### config.mk
export PLATFORM = sky130hd
export DESIGN_NAME = decoder_scan_flat
export DESIGN_NICKNAME = d
export VERILOG_FILES = /design/src/rtl/decoder_pkg.sv /design/src/rtl/decoder_scan_if.sv /design/src/rtl/decoder_dwell_timer.sv /design/src/rtl/decoder_scan.sv /design/src/flat_wrapper.sv
export SDC_FILE = /design/constraint.sdc
export NUM_CORES = 1
export LEC_CHECK = 0
export ABC_CLOCK_PERIOD_IN_PS = 2700
export CAP_MARGIN = 0
export CORE_MARGIN = 8
export CORE_UTILIZATION = 40
export DETAILED_ROUTE_END_ITERATION = 10
export GPL_TIMING_DRIVEN = 0
export PLACE_DENSITY = 0.74
export SLEW_MARGIN = 0
export SYNTH_ARGS = -nofsm -noshare
export SYNTH_HDL_FRONTEND = slang
export SYNTH_SLANG_ARGS = --single-unit
### constraint.sdc
create_clock -name clk -period 2.7 [get_ports clk]
set_clock_uncertainty 0.2 [all_clocks]
set_input_delay 0.54 -clock clk [delete_from_list [all_inputs] [get_ports clk]]
set_output_delay 0.54 -clock clk [all_outputs]
set_load 0.05 [all_outputs]
### src/rtl/decoder_pkg.sv
// Shared constants, FSM state type and polarity-aware one-hot helper
// for the decoder_scan slice.
package decoder_pkg;

   localparam logic MODE_DIRECT = 1'b0;
   localparam logic MODE_SCAN   = 1'b1;

   localparam int unsigned MAX_OUT_W = 256;

   typedef enum logic {
      ST_DIRECT = 1'b0,
      ST_SCAN   = 1'b1
   } state_t;

   // Bits at or above width stay 0; callers truncate to their output width.
   function automatic logic [MAX_OUT_W-1:0] onehot(input int unsigned idx,
                                                  input int unsigned width,
                                                  input logic        active_low);
      logic [MAX_OUT_W-1:0] v;
      v = '0;
      for (int unsigned i = 0; i < MAX_OUT_W; i++) begin
         if (i < width) v[8'(i)] = (i == idx) ? ~active_low : active_low;
      end
      return v;
   endfunction

endpackage

### src/rtl/decoder_scan_if.sv
// Control/decode bus between the controller (master) and decoder_scan (slave).
interface decoder_scan_if #(
   parameter int unsigned SEL_W = 3
);
   localparam int unsigned OUT_W = 1 << SEL_W;

   logic             g1;
   logic             g2a_n;
   logic             g2b_n;
   logic             mode;
   logic [SEL_W-1:0] sel;
   logic [SEL_W-1:0] last_idx;
   logic [OUT_W-1:0] y;
   logic [SEL_W-1:0] idx;
   logic             tick;

   modport master (
      output g1, g2a_n, g2b_n, mode, sel, last_idx,
      input  y, idx, tick
   );

   modport slave (
      input  g1, g2a_n, g2b_n, mode, sel, last_idx,
      output y, idx, tick
   );

endinterface

### src/rtl/decoder_dwell_timer.sv
// Dwell counter for scan mode: counts run cycles and flags the last one of
// each DWELL-cycle period.
module decoder_dwell_timer #(
   parameter int unsigned DWELL = 50000
) (
   input  logic clk,
   input  logic rst_n,
   input  logic run,
   input  logic clr,
   output logic done
);

   localparam int unsigned CNT_W = $clog2(DWELL + 1);

   logic [CNT_W-1:0] count;

   assign done = (count == CNT_W'(DWELL - 1));

   // Wraps only through the done compare, so no overflow handling needed.
   always_ff @(posedge clk) begin
      if (!rst_n) begin
         count <= '0;
      end else if (clr) begin
         count <= '0;
      end else if (run) begin
         count <= done ? '0 : count + CNT_W'(1);
      end
   end

endmodule

### src/rtl/decoder_scan.sv
// Registered 74138-style decoder with enable triple and a timed scan mode
// that steps the active output through 0..last_idx.
module decoder_scan
   import decoder_pkg::*;
#(
   parameter int unsigned SEL_W      = 3,
   parameter int unsigned DWELL      = 50000,
   parameter bit          ACTIVE_LOW = 1'b1
) (
   input  logic           clk,
   input  logic           rst_n,
   decoder_scan_if.slave  bus
);

   localparam int unsigned OUT_W = 1 << SEL_W;

   state_t           state;
   state_t           state_nxt;
   logic             en;
   logic             run;
   logic             clr;
   logic             done;
   logic             advance;
   logic [SEL_W-1:0] idx_nxt;
   logic [OUT_W-1:0] y_nxt;

   assign en = bus.g1 & ~bus.g2a_n & ~bus.g2b_n;

   decoder_dwell_timer #(
      .DWELL (DWELL)
   ) u_dwell_timer (
      .clk   (clk),
      .rst_n (rst_n),
      .run   (run),
      .clr   (clr),
      .done  (done)
   );

   // Reset leaves idx and dwell count at their scan start values, so the
   // reset state behaves as an already-entered scan.
   always_ff @(posedge clk) begin
      if (!rst_n) state <= ST_SCAN;
      else        state <= state_nxt;
   end

   always_comb begin
      state_nxt = state;
      run       = 1'b0;
      clr       = 1'b0;
      advance   = 1'b0;
      idx_nxt   = bus.idx;
      y_nxt     = {OUT_W{ACTIVE_LOW}};
      if (en) begin
         if (bus.mode == MODE_DIRECT) begin
            state_nxt = ST_DIRECT;
            clr       = 1'b1;
            idx_nxt   = bus.sel;
         end else begin
            case (state)
               ST_DIRECT: begin
                  // First scan cycle: restart at index 0 with a full dwell.
                  state_nxt = ST_SCAN;
                  clr       = 1'b1;
                  idx_nxt   = '0;
               end
               default: begin
                  run = 1'b1;
                  if (done) begin
                     advance = 1'b1;
                     idx_nxt = (bus.idx >= bus.last_idx) ? '0 : bus.idx + SEL_W'(1);
                  end
               end
            endcase
         end
         y_nxt = OUT_W'(onehot(32'(idx_nxt), OUT_W, ACTIVE_LOW));
      end
   end

   // Output register: y shows the index that idx reports in the same cycle.
   always_ff @(posedge clk) begin
      if (!rst_n) begin
         bus.y    <= {OUT_W{ACTIVE_LOW}};
         bus.idx  <= '0;
         bus.tick <= 1'b0;
      end else begin
         bus.y    <= y_nxt;
         bus.idx  <= idx_nxt;
         bus.tick <= advance;
      end
   end

endmodule

### src/flat_wrapper.sv
// flat-port wrapper written by rule: the top's interface ports become plain ports
module decoder_scan_flat import decoder_pkg::*;
#(
   parameter int unsigned SEL_W      = 3,
   parameter int unsigned DWELL      = 50000,
   parameter bit          ACTIVE_LOW = 1'b1
)
  (clk, rst_n, bus_g1, bus_g2a_n, bus_g2b_n, bus_mode, bus_sel, bus_last_idx, bus_y, bus_idx, bus_tick);
  decoder_scan_if #(.SEL_W(SEL_W)) bus_i ();
  input  logic clk;
  input  logic rst_n;
  input wire logic [$bits(bus_i.g1)-1:0] bus_g1;
  input wire logic [$bits(bus_i.g2a_n)-1:0] bus_g2a_n;
  input wire logic [$bits(bus_i.g2b_n)-1:0] bus_g2b_n;
  input wire logic [$bits(bus_i.mode)-1:0] bus_mode;
  input wire logic [$bits(bus_i.sel)-1:0] bus_sel;
  input wire logic [$bits(bus_i.last_idx)-1:0] bus_last_idx;
  output wire logic [$bits(bus_i.y)-1:0] bus_y;
  output wire logic [$bits(bus_i.idx)-1:0] bus_idx;
  output wire logic [$bits(bus_i.tick)-1:0] bus_tick;
  assign bus_i.g1 = bus_g1;
  assign bus_i.g2a_n = bus_g2a_n;
  assign bus_i.g2b_n = bus_g2b_n;
  assign bus_i.mode = bus_mode;
  assign bus_i.sel = bus_sel;
  assign bus_i.last_idx = bus_last_idx;
  assign bus_y = bus_i.y;
  assign bus_idx = bus_i.idx;
  assign bus_tick = bus_i.tick;
  decoder_scan #(.SEL_W(SEL_W), .DWELL(DWELL), .ACTIVE_LOW(ACTIVE_LOW)) u_core (.clk(clk), .rst_n(rst_n), .bus(bus_i));
endmodule
== Yosys cells after proc, flatten, opt, wreduce, memory -nomap -nowiden ==
Cells that the tools add are included.
Widths: inputs -> output; s select.
Storage, ports and cells
  bits in registers: 29
  bits of input ports: 12
  output and inout port bits: 12
  logic and storage cells: 47
Operators by class
  add/sub/neg operators: 2
  order comparisons: 1
  equal/unequal tests: 8
  muxes and demuxes: 22
  bitwise operators: 5
  reductions and logical operators: 4
Operator list (count)
  $add 16x1->16 const B: 1
  $eq 16x16->1 const B: 1
  $mux 1: 16
  $mux 16: 1
  $mux 3: 5
  $eq 3x3->1 const A: 4
  $eq 2x3->1 const A: 2
  $reduce_and 4->1: 1
  $add 3x1->3 const B: 1
  $eq 1x3->1 const A: 1
  $ge 3x3->1: 1
  $logic_not 3->1: 1
  $not 1->1: 3
  $and 1x1->1: 2
  $reduce_and 2->1: 1
  $reduce_or 2->1: 1

== Depth between registers and ports, before layout ==
Gate-level depths: netlist (run 1).
  depth in word-level cells: 8
  mapped depth: 7
  depth with buffers taken out: 7

== Hierarchy ==
Synthesis (run 1) repeated with hierarchy kept, for this count alone.
Unflattened totals
  cells, all modules: 157
  area, all modules: 1452.6 µm²
By module, submodules not included
  decoder_dwell_timer: times used 1, cells each 90, area an instance 773.2 µm², seq. area each 320.3 µm²
  decoder_scan: times used 1, cells each 67, area an instance 679.4 µm², seq. area each 260.2 µm²

== Worst setup path before layout (run 1) ==
Ideal clock, no wire load.
  path kind: flip-flop to flip-flop
  start: register u_core.bus.idx[0]
  end: register u_core.bus.idx[2]
  setup time: 116 ps
  arrival time: 2008 ps
  required time: 2384 ps
  path slack: 376 ps
  stages on the path, launching flop included: 8
  path buffers: 0
  clock period less this slack: 2324 ps
  cell sequence: dfxtp_1 -> inv_1 -> ha_1 -> nand2b_1 -> a31oi_1 -> and3_1 -> o311a_1 -> a31o_2
Between the ends
  longest elaborated chain between the ends: 6
  elaborated cells on any way between the ends: 7
  classes of those cells: add/sub (1); order compare (1); mux (5)
Ends and longest elaborated chain
  from (decl): RTL line decoder_scan_if.sv:24  | output y, idx, tick
  from (signal assigned): RTL line decoder_scan.sv:87  | bus.idx <= idx_nxt;
  $add 3x1->3 / $ge 3x3->1 (equally long branches): RTL line decoder_scan.sv:70  | idx_nxt = (bus.idx >= bus.last_idx) ? '0 : bus.idx + SEL_W'(1);
  $mux 3 (*): RTL line decoder_scan.sv:70
  $mux 3 (*): RTL line decoder_scan.sv:68  | if (done) begin
  $mux 3 (*): RTL line decoder_scan.sv:59  | case (state)
  $mux 3 (*): RTL line decoder_scan.sv:54  | if (bus.mode == MODE_DIRECT) begin
  $mux 3 (*): RTL line decoder_scan.sv:53  | if (en) begin
Mark *: on every way between the ends. The rest lies on a longest branch, timed or not. The select of a mux whose other input is x is not followed.
A chain may end at the register's enable or synchronous reset.

== Worst setup path in the final report (run 1) ==
  start: input bus_g1
  end: register u_core.u_dwell_timer.count[15]
Between the ends
  longest elaborated chain between the ends: 4
  elaborated cells on any way between the ends: 5
  classes of those cells: mux (2); bitwise (2); reduce/logical (1)
Ends and longest elaborated chain
  from (decl): RTL line flat_wrapper.sv:12  | input wire logic [$bits(bus_i.g1)-1:0] bus_g1;
  $and 1x1->1 (*) (2 in series): RTL line decoder_scan.sv:27  | assign en = bus.g1 & ~bus.g2a_n & ~bus.g2b_n;
  $mux 1: RTL line decoder_scan.sv:53
  $reduce_or 2->1 (no source line)
  to (signal assigned): RTL line decoder_dwell_timer.sv:26  | count <= done ? '0 : count + CNT_W'(1);
  to (decl): RTL line decoder_dwell_timer.sv:15  | logic [CNT_W-1:0] count;
Mark *: on every way between the ends. The rest lies on a longest branch, timed or not.

==> qor.yml, run 1 <==
synth:
  syn_nets: 176
  yosysSeqAreaShare_pct: 41.6
  synth.top_cell.area_share_pct: 41.6
  syn_area_um2: 1400
  yosysWarningCount: 0
  synth.largest_area_cell: "dfxtp_1"
  synth_cell_type_count: 34
  synth_edf_count: 0
  netlist_top_cells_area: "dfxtp_1 42%, xnor2_1 8.2%, nor2_1 6.7%"
  synthFlopType: "dfxtp_1"
  syn_avg_cell_area_um2: 8.78
  ys_seq_elements: 29
  netlist_instances: 159
  synthArstFlopShare_pct: 0
cts:
  cts_setup_buffers: 0
  clk_pin_slew_ns: 0.09
  cts_max_path_buffers: 2
  cts_resized: 1
  clock_latency_ns: 0.32
  clock-sinks: 29
  cts_tree: "done"
  cts_root_buffer: "clkbuf_4"
  cts_buffers: 5
  holdBufCountCts: 0
  h-tree-depth: 2
worst_setup_path:
  critPathLaunchType: "input port"
  crit_type: "in2reg"
  critical_path_peak_fanout: 8
  endpoint_kind: "register"
  max_stage_delay_ns: 0.60
  reg2reg_from: "u_core.u_dwell_timer.count[0]"
  critPathLaunch: "bus_g1"
  crit_chain: "clkdlybuf4s50_1 > or3b_1 > buf_2 > or4b_4 > nor4_4 > xnor2_1 > nor2_2"
  cp.required_ns: 2.70
  crit_arrival_ns: 2.51
  critPathSlowestCell: "or4b_4"
power_and_ir_drop:
  total_power_uw: 756
  power_density_nw_per_um2: 435
  p_leak_nw: 0.658
  vdd_ir_drop_max_uv: 300
grt:
  grt_pass1_wl_mm: 5.51
  antenna_found_initial: 0
  track_usage_pct: 12.6
  grt_max_degree: 11
  grt-ovfl-total: 0
  first_global_vias: 1277
die:
  row_count: 21
  die_x_um: 75.1
  die_h_um: 75.1
  coreArea_um2: 3340
  dieArea_um2: 5640
  initial_core_util_pct: 41.8
  io-pin-count: 24
detailed_routing:
  ant_nets: 0
  dr_total_vias: 1241
  finalWirelength_mm: 3.20
  wl_per_cell_um: 13.5
  routed_via_density: 5.26
  firstDrtPassIters: 4
  drt_iter0_markers: 80
  drc: 0
sta:
  slew_headroom_pct: 64.6
  finalCritPeriodShare_pct: 92.9
  fmax_mhz: 399
  timing.final.crit_period_ns: 2.51
  holdWs_ns: 0.331
  finalSetupViolCount: 0
  setup-tns-final_ns: 0
  tightest_slew_ns: 0.524
  finalHoldViolations: 0
  slew_viol_final: 0
  rsz0062_at_grt: "false"
layout:
  area_growth_pct: 24.5
  multi_input_area_um2: 790
  drive_gt1_share_pct: 6.84
  regArea_um2: 581
  fin_util_pct: 52.1
  fin_cells: 236
  fillCellCount: 325
  nets: 206
  insertedDiodeCount: 0
hold_path:
  min_from: "u_core.u_dwell_timer.count[1]"
  hold_class: "reg2reg"
placed_design:
  placed_cells: 228
  dpl.hpwl_mm: 2.53
  port-buffer-count: 23
  place_congestion: 0.822
job:
  cap_violations: 0
status:
  status: "finished clean"
==> power breakdown <==
part	switching, mW	leakage [nW]	internal, mW	total, mW
logic	0.0429	0.397	0.0350	0.0780
registers	0.00505	0.235	0.432	0.437
clock network	0.137	0.0265	0.104	0.241
total	0.185	0.658	0.571	0.756
==> cell usage after synthesis, types with 2 or more instances <==
cell / n
and4_1: 3
nand2_1: 18
a41oi_1: 2
nor4bb_1: 2
and3_1: 8
nor2b_1: 4
ha_1: 5
nor3b_1: 3
a311o_1: 2
o21ai_0: 4
nor4b_1: 2
nand3_1: 6
xor2_1: 2
nand2b_1: 2
nor2_1: 25
nor3_1: 7
dfxtp_1: 29
inv_1: 6
and2_1: 2
xnor2_1: 13
==> worst max-delay path: cells and delay by family <==
family                    cells  cell delay, ns
xor gates and xnor gates      1            0.17
buffers and inverters         2            0.65
and+or+nand+nor               4            1.15
==> registers in the layout, summed over array words and instances (netlist names) <==
signal,flops
u_core.bus.idx,3
u_core.bus.y,8
u_core.bus.tick,1
u_core.state,1
u_core.u_dwell_timer.count,16
==> cell type report <==
class | instances | share of cell area [%]
multi-input combinational | 122 | 45.4
tap | 46 | 3.31
clock buffer | 8 | 2.81
inverter | 6 | 1.30
buffer | 2 | 0.504
sequential | 29 | 33.4
timing repair buffer | 23 | 13.2
==> final timing paths <==
path,endpoint,slack [ns],cells after the start
worst max-delay path,u_core.u_dwell_timer.count[15],0.19,7
worst min-delay path,u_core.u_dwell_timer.count[1],0.33,2
worst max register to register,u_core.u_dwell_timer.count[9],0.39,7
worst min register to register,u_core.u_dwell_timer.count[1],0.33,2
==> metal layers <==
metal  vias up  share of wire [%]  track usage, %
met5         -                  0               0
li1        613                  -               -
met2        34                 51            22.8
met1       588                 42            13.5
met3         6                5.7            2.93
met4         0                1.7            5.22
==> layout by cell type, fill, tap and decap left out, types with 2 or more instances in the layout <==
master / n
ha_1: 5
nand2b_1: 2
dfxtp_1: 29
nor2b_1: 4
clkbuf_1: 4
a311o_1: 2
nand2_1: 18
nor3b_1: 2
clkbuf_4: 5
nor3_1: 7
and3_1: 8
xor2_1: 2
nand3_1: 6
a41oi_1: 2
and2_1: 2
nor2_1: 25
inv_1: 6
nor4bb_1: 2
and4_1: 3
xnor2_1: 13
o21ai_0: 4
clkdlybuf4s50_1: 23
nor4b_1: 2
==> logic make-up (layout without fill, tap and decap cells) <==
kind of cell    Yosys count  in the layout  share of synthesized area [%]
compound gates           13             13                           7.08
flops                    29             29                           41.6
simple gates             89             89                           35.2
fa+ha+maj                 5              5                           4.48
buf+inv                   8             39                           2.24
xor+xnor                 15             15                           9.41
==> through the flow <==
step	cell area [um2]	worst slack, ns
after floorplan	1400	0.376
after global placement	1680	-0.324
after detailed placement	1680	-0.387
after CTS	1740	0.194
after global routing	1740	0.0854
final	1740	0.191
Power figures use the tool's default switching activity.
==> inputs of run 2 (changes only) <==
ABC_CLOCK_PERIOD_IN_PS = 3200   (was 2700)
PLACE_DENSITY = 0.7   (was 0.74)
clock period = 3.2 ns   (was 2.7 ns; I/O delays follow)
==> qor.yml, run 2 (synthesized netlist as in run 1, its figures left out) <==
sta:
  setup_slack_ns: 0.631  # was 0.191 ns
  finalSetupViolCount: 0  # unchanged
  slew_headroom_pct: 63.4  # was 64.6%
  finalCritPeriodShare_pct: 80.3
  timing.final.crit_period_ns: 2.57
  rsz0062_at_grt: "false"  # unchanged
  finalHoldViolations: 0  # unchanged
  tightest_slew_ns: 0.541  # was 0.524 ns
  slew_viol_final: 0  # unchanged
  setup-tns-final_ns: 0  # unchanged
  fmax_mhz: 389
cts:
  cts_max_path_buffers: 2  # unchanged
  cts_tree: "done"  # unchanged
  cts_buffers: 5  # unchanged
  clock_latency_ns: 0.34  # was 0.32 ns
  clk_pin_slew_ns: 0.11  # was 0.09 ns
  clock-sinks: 29  # unchanged
  cts_root_buffer: "clkbuf_4"  # unchanged
  h-tree-depth: 2  # unchanged
power_and_ir_drop:
  total_power_uw: 818  # was 756 uW
  power_density_nw_per_um2: 456  # was 435 nW/um2
  p_leak_nw: 0.686  # was 0.658 nW
  vdd_ir_drop_max_uv: 268  # was 300 uV
grt:
  track_usage_pct: 12.7  # was 12.6%
  antenna_found_initial: 0  # unchanged
  grt_max_degree: 11  # unchanged
  grt-ovfl-total: 0  # unchanged
  grt_pass1_wl_mm: 5.55  # was 5.51 mm
  first_global_vias: 1270  # was 1277
die:
  dieArea_um2: 5640  # unchanged
  io-pin-count: 24  # unchanged
  initial_core_util_pct: 41.8  # unchanged
  coreArea_um2: 3340  # unchanged
  die_x_um: 75.1  # unchanged
  die_h_um: 75.1  # unchanged
  row_count: 21  # unchanged
placed_design:
  post_dp_cell_area_um2: 1680  # unchanged
  dp_slack_ns: -0.0400  # was -0.387 ns
  place_congestion: 0.845  # was 0.822
  placed_cells: 228  # unchanged
  port-buffer-count: 23  # unchanged
  dpl.hpwl_mm: 2.41  # was 2.53 mm
layout:
  multi_input_area_um2: 790  # unchanged
  largest_register_ffs: 16  # unchanged
  area_growth_pct: 28.3  # was 24.5%
  final_cell_mix: "29 x dfxtp_1, 25 x nor2_1, 23 x clkdlybuf4s50_1, 18 x nand2_1, 13 x xnor2_1"  # unchanged
  fin_cells: 236  # unchanged
  insertedDiodeCount: 0  # unchanged
  final_common_cell: "dfxtp_1"  # unchanged
  reg_top3: "u_core.u_dwell_timer.count x16, u_core.bus.y x8, u_core.bus.idx x3"  # unchanged
  regArea_um2: 581  # unchanged
  nets: 206  # unchanged
  fillCellCount: 320  # was 325
  drive_gt1_share_pct: 8.42  # was 6.84%
  final_area_um2: 1790  # was 1740 um2
  largest-register: "u_core.u_dwell_timer.count"  # unchanged
worst_setup_path:
  endpoint_kind: "register"  # unchanged
  max_stage_delay_ns: 0.60  # about the same
  crit_arrival_ns: 2.59  # was 2.51 ns
  critical_path_peak_fanout: 8  # unchanged
  crit_chain: "clkdlybuf4s50_1 > or3b_1 > buf_2 > or4b_4 > nor4_4 > xnor2_1 > nor2_2"  # unchanged
  critPathSlowestCell: "or4b_4"  # unchanged
  cp.required_ns: 3.22  # was 2.70 ns
  crit_type: "in2reg"  # unchanged
  critPathLaunchType: "input port"  # unchanged
detailed_routing:
  finalWirelength_mm: 3.24  # was 3.20 mm
  wl_per_cell_um: 13.7  # was 13.5 um
  drc: 0  # unchanged
  drt_iter0_markers: 97  # was 80
  routed_via_density: 5.32  # was 5.26
  firstDrtPassIters: 4  # unchanged
  dr_total_vias: 1255  # was 1241
  ant_nets: 0  # unchanged
hold_path:
  hold_class: "reg2reg"  # unchanged
status:
  status: "finished clean"  # unchanged
job:
  cap_violations: 0  # unchanged
## run 2: where the power goes
group	leakage, nW	switching, mW	total, mW	internal, mW
clock network	0.0552	0.140	0.382	0.242
registers	0.235	0.00440	0.369	0.365
logic	0.397	0.0369	0.0666	0.0296
## run 2: area by class of cell
type,count,area share (%)
Timing Repair Buffer,23,12.8
Sequential cell,29,32.4
Clock inverter,3,3.63
Multi-Input combinational cell,122,44.1
Tap cell,46,3.21
Buffer,2,0.489
Inverter,6,1.26
Clock buffer,5,2.09
## run 2: path summary, 6_finish.rpt
check | from | end | slack [ns] | depth (start not counted)
max | bus_g1 | u_core.u_dwell_timer.count[15] | 0.63 | 7
min | u_core.u_dwell_timer.count[1] | u_core.u_dwell_timer.count[1] | 0.33 | 2
max reg2reg | u_core.u_dwell_timer.count[0] | u_core.u_dwell_timer.count[3] | 0.86 | 7
min reg2reg | u_core.u_dwell_timer.count[1] | u_core.u_dwell_timer.count[1] | 0.33 | 2
## run 2: metrics by stage
step,hold slack [ns],util (%)
finish,0.329,53.7
global route,0.360,53.7
CTS,0.328,53.5
detailed placement,0.313,50.5
global placement,0.300,50.5
floorplan,0.284,-
## run 2: repair_timing
item | in CTS | in global routing
buffers inserted | 0 | 0
hold buffers | 0 | 0
endpoints found under the setup margin | 0 | 9
gates resized for setup | 0 | 1
## run 2: worst max-delay path: cells and delay by family
| family | cells | cell delay [ns] |
|---|---|---|
| buffers and inverters | 2 | 0.64 |
| AND/OR/NAND/NOR | 4 | 1.14 |
| XOR/XNOR | 1 | 0.16 |
## run 2: metal layers
metal	part of all wire, %	global-route usage (%)	up-vias
li1	-	-	618
met1	45	14.5	595
met2	48	20.6	38
met3	5.4	3.86	4
met4	1.2	6.74	0
met5	0	0	-
